$ cat src/rtl/prot_accum_pkg.sv
// Shared constants and types for the protected accumulator / pass-through block.
// The optional saturating accumulator is enabled by defining PROT_ACCUM_SAT_EN.
package prot_accum_pkg;

    localparam int ACC_W_DEF    = 32;
    localparam int MAX_PASS_DLY = 4;

    localparam int LANE1_W   = 1;
    localparam int LANE2_W   = 2;
    localparam int LANE8_W   = 8;
    localparam int LANE33_W  = 33;
    localparam int LANE64_W  = 64;
    localparam int LANE65_W  = 65;
    localparam int LANE129_W = 129;

    typedef enum logic [0:0] {
        FILL = 1'b0,
        RUN  = 1'b1
    } fill_state_t;

endpackage

$ cat src/rtl/prot_pass_pipe.sv
// Fixed-latency delay line for one pass-through lane; DLY = 0 is a plain wire.
module prot_pass_pipe #(
    parameter int WIDTH = 1,
    parameter int DLY   = 1
) (
    input  logic             clk,
    input  logic             rst_n,
    input  logic [WIDTH-1:0] din,
    output logic [WIDTH-1:0] dout
);

    generate
        if (DLY == 0) begin : g_wire
            logic unused_clk_s;
            assign unused_clk_s = clk ^ rst_n;
            assign dout = din;
        end else begin : g_pipe
            logic [WIDTH-1:0] stage_r [DLY];

            // Shift register: stage 0 samples the input, the last stage drives the output.
            always_ff @(posedge clk or negedge rst_n) begin
                if (!rst_n) begin
                    for (int i = 0; i < DLY; i++) begin
                        stage_r[i] <= '0;
                    end
                end else begin
                    stage_r[0] <= din;
                    for (int i = 1; i < DLY; i++) begin
                        stage_r[i] <= stage_r[i-1];
                    end
                end
            end

            assign dout = stage_r[DLY-1];
        end
    endgenerate

endmodule

$ cat src/rtl/prot_accum_secret.sv
// Protected "secret" block: 32-bit accumulator with bypass mux plus delayed lanes.
// Define PROT_ACCUM_SAT_EN for a saturating accumulator with a sticky sat_flag port.
module prot_accum_secret
    import prot_accum_pkg::*;
#(
    parameter int ACC_W    = ACC_W_DEF,
    parameter int PASS_DLY = 1
) (
    input  logic                 clk,
    input  logic                 rst_n,
`ifdef PROT_ACCUM_SAT_EN
    output logic                 sat_flag,
`endif
    input  logic [ACC_W-1:0]     accum_in,
    output logic [ACC_W-1:0]     accum_out,
    input  logic                 accum_bypass,
    output logic [ACC_W-1:0]     accum_bypass_out,
    output logic                 acc_valid,
    input  logic [LANE1_W-1:0]   s1_in,
    output logic [LANE1_W-1:0]   s1_out,
    input  logic [LANE2_W-1:0]   s2_in,
    output logic [LANE2_W-1:0]   s2_out,
    input  logic [LANE8_W-1:0]   s8_in,
    output logic [LANE8_W-1:0]   s8_out,
    input  logic [LANE33_W-1:0]  s33_in,
    output logic [LANE33_W-1:0]  s33_out,
    input  logic [LANE64_W-1:0]  s64_in,
    output logic [LANE64_W-1:0]  s64_out,
    input  logic [LANE65_W-1:0]  s65_in,
    output logic [LANE65_W-1:0]  s65_out,
    input  logic [LANE129_W-1:0] s129_in,
    output logic [LANE129_W-1:0] s129_out,
    output logic                 pass_valid
);

    if (PASS_DLY < 0 || PASS_DLY > MAX_PASS_DLY) begin : g_bad_dly
        $fatal(1, "prot_accum_secret: PASS_DLY out of range 0..4");
    end

    localparam fill_state_t RESET_STATE = (PASS_DLY == 0) ? RUN : FILL;
    localparam logic [2:0]  LAST_CNT    = (PASS_DLY == 0) ? 3'd0 : 3'(PASS_DLY - 1);

    logic [ACC_W-1:0] acc_r;
    logic             acc_valid_r;
    logic [ACC_W-1:0] bypass_s;
    fill_state_t      state_r;
    logic [2:0]       cnt_r;
    logic             pass_valid_r;

`ifdef PROT_ACCUM_SAT_EN
    logic             sat_r;
    logic [ACC_W:0]   sum_s;
    assign sum_s    = {1'b0, acc_r} + {1'b0, accum_in};
    assign sat_flag = sat_r;
`endif

    // Accumulator: adds accum_in every edge, wrapping or clamping on carry-out.
    always_ff @(posedge clk or negedge rst_n) begin
        if (!rst_n) begin
            acc_r       <= '0;
            acc_valid_r <= 1'b0;
`ifdef PROT_ACCUM_SAT_EN
            sat_r       <= 1'b0;
`endif
        end else begin
`ifdef PROT_ACCUM_SAT_EN
            if (sum_s[ACC_W]) begin
                acc_r <= '1;
                sat_r <= 1'b1;
            end else begin
                acc_r <= sum_s[ACC_W-1:0];
                sat_r <= sat_r;
            end
`else
            acc_r <= acc_r + accum_in;
`endif
            acc_valid_r <= 1'b1;
        end
    end

    // Bypass mux; an unknown select falls to the else arm and shows the accumulator.
    always_comb begin
        bypass_s = acc_r;
        if (accum_bypass == 1'b1) begin
            bypass_s = accum_in;
        end else begin
            bypass_s = acc_r;
        end
    end

    // Fill tracker: counts edges until the lanes hold PASS_DLY real samples.
    always_ff @(posedge clk or negedge rst_n) begin
        if (!rst_n) begin
            state_r      <= RESET_STATE;
            cnt_r        <= 3'd0;
            pass_valid_r <= 1'b0;
        end else begin
            case (state_r)
                FILL: begin
                    if (cnt_r == LAST_CNT) begin
                        state_r      <= RUN;
                        cnt_r        <= cnt_r;
                        pass_valid_r <= 1'b1;
                    end else begin
                        state_r      <= FILL;
                        cnt_r        <= cnt_r + 3'd1;
                        pass_valid_r <= 1'b0;
                    end
                end
                RUN: begin
                    state_r      <= RUN;
                    cnt_r        <= cnt_r;
                    pass_valid_r <= 1'b1;
                end
                default: begin
                    state_r      <= FILL;
                    cnt_r        <= 3'd0;
                    pass_valid_r <= 1'b0;
                end
            endcase
        end
    end

    assign accum_out        = acc_r;
    assign acc_valid        = acc_valid_r;
    assign accum_bypass_out = bypass_s;
    assign pass_valid       = pass_valid_r;

    prot_pass_pipe #(.WIDTH(LANE1_W), .DLY(PASS_DLY)) u_s1 (
        .clk(clk), .rst_n(rst_n), .din(s1_in), .dout(s1_out));
    prot_pass_pipe #(.WIDTH(LANE2_W), .DLY(PASS_DLY)) u_s2 (
        .clk(clk), .rst_n(rst_n), .din(s2_in), .dout(s2_out));
    prot_pass_pipe #(.WIDTH(LANE8_W), .DLY(PASS_DLY)) u_s8 (
        .clk(clk), .rst_n(rst_n), .din(s8_in), .dout(s8_out));
    prot_pass_pipe #(.WIDTH(LANE33_W), .DLY(PASS_DLY)) u_s33 (
        .clk(clk), .rst_n(rst_n), .din(s33_in), .dout(s33_out));
    prot_pass_pipe #(.WIDTH(LANE64_W), .DLY(PASS_DLY)) u_s64 (
        .clk(clk), .rst_n(rst_n), .din(s64_in), .dout(s64_out));
    prot_pass_pipe #(.WIDTH(LANE65_W), .DLY(PASS_DLY)) u_s65 (
        .clk(clk), .rst_n(rst_n), .din(s65_in), .dout(s65_out));
    prot_pass_pipe #(.WIDTH(LANE129_W), .DLY(PASS_DLY)) u_s129 (
        .clk(clk), .rst_n(rst_n), .din(s129_in), .dout(s129_out));

endmodule

$ cat config.mk
export PLATFORM = sky130hd
export DESIGN_NAME = prot_accum_secret
export DESIGN_NICKNAME = d
export VERILOG_FILES = /design/src/rtl/prot_accum_pkg.sv /design/src/rtl/prot_pass_pipe.sv /design/src/rtl/prot_accum_secret.sv
export SDC_FILE = /design/constraint.sdc
export NUM_CORES = 1
export LEC_CHECK = 0
export CORE_AREA = 2 2 277 279
export DETAILED_ROUTE_END_ITERATION = 6
export DIE_AREA = 0 0 279 281
export PLACE_DENSITY = 0.37
export SYNTH_ARGS = -nofsm -noshare
export SYNTH_HDL_FRONTEND = slang
export SYNTH_SLANG_ARGS = --single-unit
$ cat constraint.sdc
create_clock -name clk -period 2.4 [get_ports clk]
set_input_delay 0.48 -clock clk [delete_from_list [all_inputs] [get_ports clk]]
set_output_delay 0.48 -clock clk [all_outputs]
set_load 0.005 [all_outputs]
==> results.json <==
{
  "clock_latency_ns": 0.56,
  "period_minus_slack_ns": 2.40,
  "end_kind": "register",
  "h-tree-depth": 2,
  "path_clk_slew_ns": 0.06,
  "max_freq_mhz": 417,
  "drc": 0,
  "worstPathMaxFanout": 3,
  "register_area_um2": 8480,
  "ant_nets": 0,
  "syn_area_per_cell_um2": 16.9,
  "grt_util_all_layers": 0.118,
  "required_ns": 2.84,
  "violations": "negative setup slack",
  "p_per_area_nw_per_um2": 940,
  "preCtsSetupSlack_ns": -0.844,
  "clock_path_buffers": 3,
  "worstMarginPinSlew_ns": 0.638,
  "setup_tns_ns": -0.000467,
  "cp_data_arrival_time_ns": 2.84,
  "fin_util": 0.287,
  "hold_start": "s65_in[55]",
  "ys_types": 60,
  "vias_per_cell": 3.40,
  "synth_edf_count": 0,
  "syn-num-nets": 1008,
  "whs_path_depth": 1,
  "cts_made_buffers": 43,
  "hp-class": "in -> reg",
  "area_growth_pct": 100,
  "boundaryPins": 705,
  "syn_area_um2": 10800,
  "setup_viol": 1,
  "hold_violations": 0,
  "ff2ff_path_depth": 8,
  "rows": 101,
  "finalClockSkew_ns": 0.0188,
  "num-fill-cells": 7624,
  "dp_hpwl_um": 38800,
  "fin_ws_ns": -0.000467,
  "gp_congestion": 0.774,
  "grt_pass1_vias": 9450,
  "routed-via-count": 8528,
  "status": "complete, but fails checks",
  "final_cell_area_um2": 21600,
  "cts_sinks": 339,
  "crit_start": "accum_out[7]$_DFF_PN0_",
  "firstDrtPassIters": 4,
  "ys_seq_area_frac": 0.786,
  "synth-async-reset-ratio": 1.00,
  "grt_max_degree": 70,
  "die_w_um": 279,
  "layout.nets": 1871,
  "max-cap-violations": 0,
  "slew_headroom": 0.574,
  "synthCells": 637,
  "multi_input_area_um2": 2320,
  "drv_slew": 0,
  "antenna_found_initial": 8,
  "synth_seq_cells": 339,
  "holdWs_ns": 0.353,
  "start_kind": "register",
  "post_dp_cell_area_um2": 20000,
  "drive_gt1_frac": 0.178,
  "synth-main-ff-cell": "dfrtp_1",
  "synth_warnings": 0,
  "fp.dieH_um": 281,
  "period_share": 1.00,
  "drt-total-wl_um": 48000,
  "overflow": 0,
  "vdd_ir_drop_max_v": 0.000449,
  "dieArea_um2": 78400,
  "port_buffers": 704,
  "initial_utilization": 0.143,
  "cts_tree": "yes",
  "root_buffer": "clkbuf_16",
  "critical_path.reg2reg.startpoint": "accum_out[7]$_DFF_PN0_",
  "rsz0062_at_grt": "yes",
  "routedWlPerCell_um": 19.1,
  "core_um2": 75400,
  "worstSetupPathType": "reg -> reg",
  "grt_first_pass_wirelength_um": 67000,
  "p_leak_nw": 9.00,
  "drt_iter0_markers": 196
}
==> synth_stat cells, types with 2 or more instances <==
cell type / instances / share of area
a21o_1: 9 / 0.0063
o221ai_1: 2 / 0.0016
a211o_1: 3 / 0.0024
o21ai_0: 14 / 0.0065
buf_6: 5 / 0.0052
o21a_1: 5 / 0.0035
dfrtp_1: 339 / 0.79
a21boi_0: 2 / 0.0014
or3_1: 2 / 0.0012
nand2_1: 23 / 0.0080
clkbuf_1: 2 / 0.00070
o2111ai_1: 2 / 0.0016
nand3_1: 7 / 0.0032
inv_1: 15 / 0.0052
mux2_2: 32 / 0.033
a21o_2: 3 / 0.0024
a31oi_1: 4 / 0.0023
a21oi_2: 2 / 0.0016
nor2_1: 18 / 0.0063
o21bai_1: 6 / 0.0042
buf_1: 3 / 0.0010
xnor2_1: 21 / 0.017
o31ai_1: 4 / 0.0028
ha_1: 33 / 0.038
a21oi_1: 26 / 0.012
a2111oi_1: 2 / 0.0019
nand2b_1: 2 / 0.0012
clkdlybuf4s15_1: 2 / 0.0019
a211oi_1: 2 / 0.0014
mux2i_1: 2 / 0.0019
xor2_1: 10 / 0.0081
nand4_1: 7 / 0.0041
==> state kept, by name, indices dropped and copies added, names as in the netlist <==
register     flops
u_s8.dout        8
u_s2.dout        2
accum_out       32
acc_valid        1
u_s1.dout        1
u_s33.dout      33
u_s129.dout    129
u_s64.dout      64
u_s65.dout      65
cnt_r            3
pass_valid       1
==> where the power goes <==
part           switching (W)  total (W)  internal, W  leakage (nW)
clock                0.00257    0.00646      0.00389         0.695
combinational        0.00289    0.00714      0.00425          4.35
sequential          0.000420    0.00672      0.00630          3.95
==> per-layer routing <==
| metal | track usage | vias to the layer above | part of all wire |
|---|---|---|---|
| met1 | 0.125 | 4149 | 0.35 |
| met3 | 0.0487 | 84 | 0.090 |
| met5 | 0 | - | 0.0013 |
| li1 | - | 3907 | - |
| met2 | 0.215 | 378 | 0.53 |
| met4 | 0.0346 | 10 | 0.028 |
==> timing repair <==
action | in CTS | in global routing
setup buffers | 3 | 4
cloned | 0 | 0
endpoints found under the hold margin | 58 | 0
setup endpoints to repair | 13 | 12
pin swaps | 12 | 12
hold buffers | 1 | 0
resized for setup | 13 | 20
==> metrics by stage <==
stage | power (W) | cells
2_1_floorplan | 0.00939 | 637
3_3_place_gp | 0.0137 | 2426
3_5_place_dp | 0.0136 | 2426
4_1_cts | 0.0205 | 2503
5_1_grt | 0.0216 | 2507
6_report | 0.0203 | 2509
==> cell families (layout without fill, tap and decap cells) <==
kind of cell             count (synthesis)  in the layout  synth area share
flip-flops                             339            339             0.786
buffers and inverters                   30            922            0.0167
adder cells (fa/ha/maj)                 34             34            0.0401
other                                    1              3          0.000347
AO/OA/AOI/OAI                          101            101            0.0675
XOR/XNOR                                31             31            0.0252
AND/OR/NAND/NOR                         67             67            0.0289
multiplexers                            34             34            0.0352
==> cell type report <==
cell class	instances	share of cell area
sequential	339	0.392
timing repair buffer	833	0.375
multi-input combinational	268	0.107
clock buffer	60	0.0588
tap	978	0.0566
clock inverter	14	0.00660
inverter	15	0.00260
antenna	2	0.000232
==> worst max-delay path, cell delays in order (launching register included) <==
cell and delay (ns):
dfrtp_1 0.40, ha_1 0.32, buf_4 0.13, o21a_1 0.26
and2_2 0.24, a21oi_4 0.07, o41a_4 0.50, mux2i_1 0.13
a2111oi_1 0.25
==> cell usage in the layout, fill, tap and decap left out, types with 2 or more instances in the layout <==
cell / n
nand3_1: 6
ha_1: 26
dfrtp_1: 339
a21oi_1: 25
nor2_2: 2
a21oi_2: 3
ha_4: 6
mux2_2: 32
a21o_1: 9
clkinv_2: 7
a31oi_1: 2
nand2_1: 23
diode_2: 2
inv_1: 15
buf_4: 122
nand2b_1: 2
o31ai_1: 4
o21ai_2: 3
bufinv_16: 2
o21a_1: 5
a21o_2: 3
buf_12: 8
xor2_1: 10
o21ai_1: 2
a211o_1: 3
o21ai_0: 11
o21bai_1: 6
mux2i_1: 2
nand4_1: 7
clkbuf_16: 44
xnor2_1: 21
clkbuf_1: 5
nor2_1: 17
clkdlybuf4s50_1: 699
clkinvlp_4: 3
clkbuf_8: 11
==> final timing paths <==
path                                                    to  slack [ns]
worst max-delay path               accum_out[31]$_DFF_PN0_     -0.0005
worst min-delay path              u_s65.dout[55]$_DFF_PN0_        0.35
worst max register to register     accum_out[31]$_DFF_PN0_     -0.0005
worst min register to register        cnt_r[2]$_DFFE_PN0P_        0.47
max in group asynchronous        u_s129.dout[19]$_DFF_PN0_        1.17
min in group asynchronous       u_s129.dout[114]$_DFF_PN0_        0.49
No activity file was read; power rests on OpenSTA's default activity.
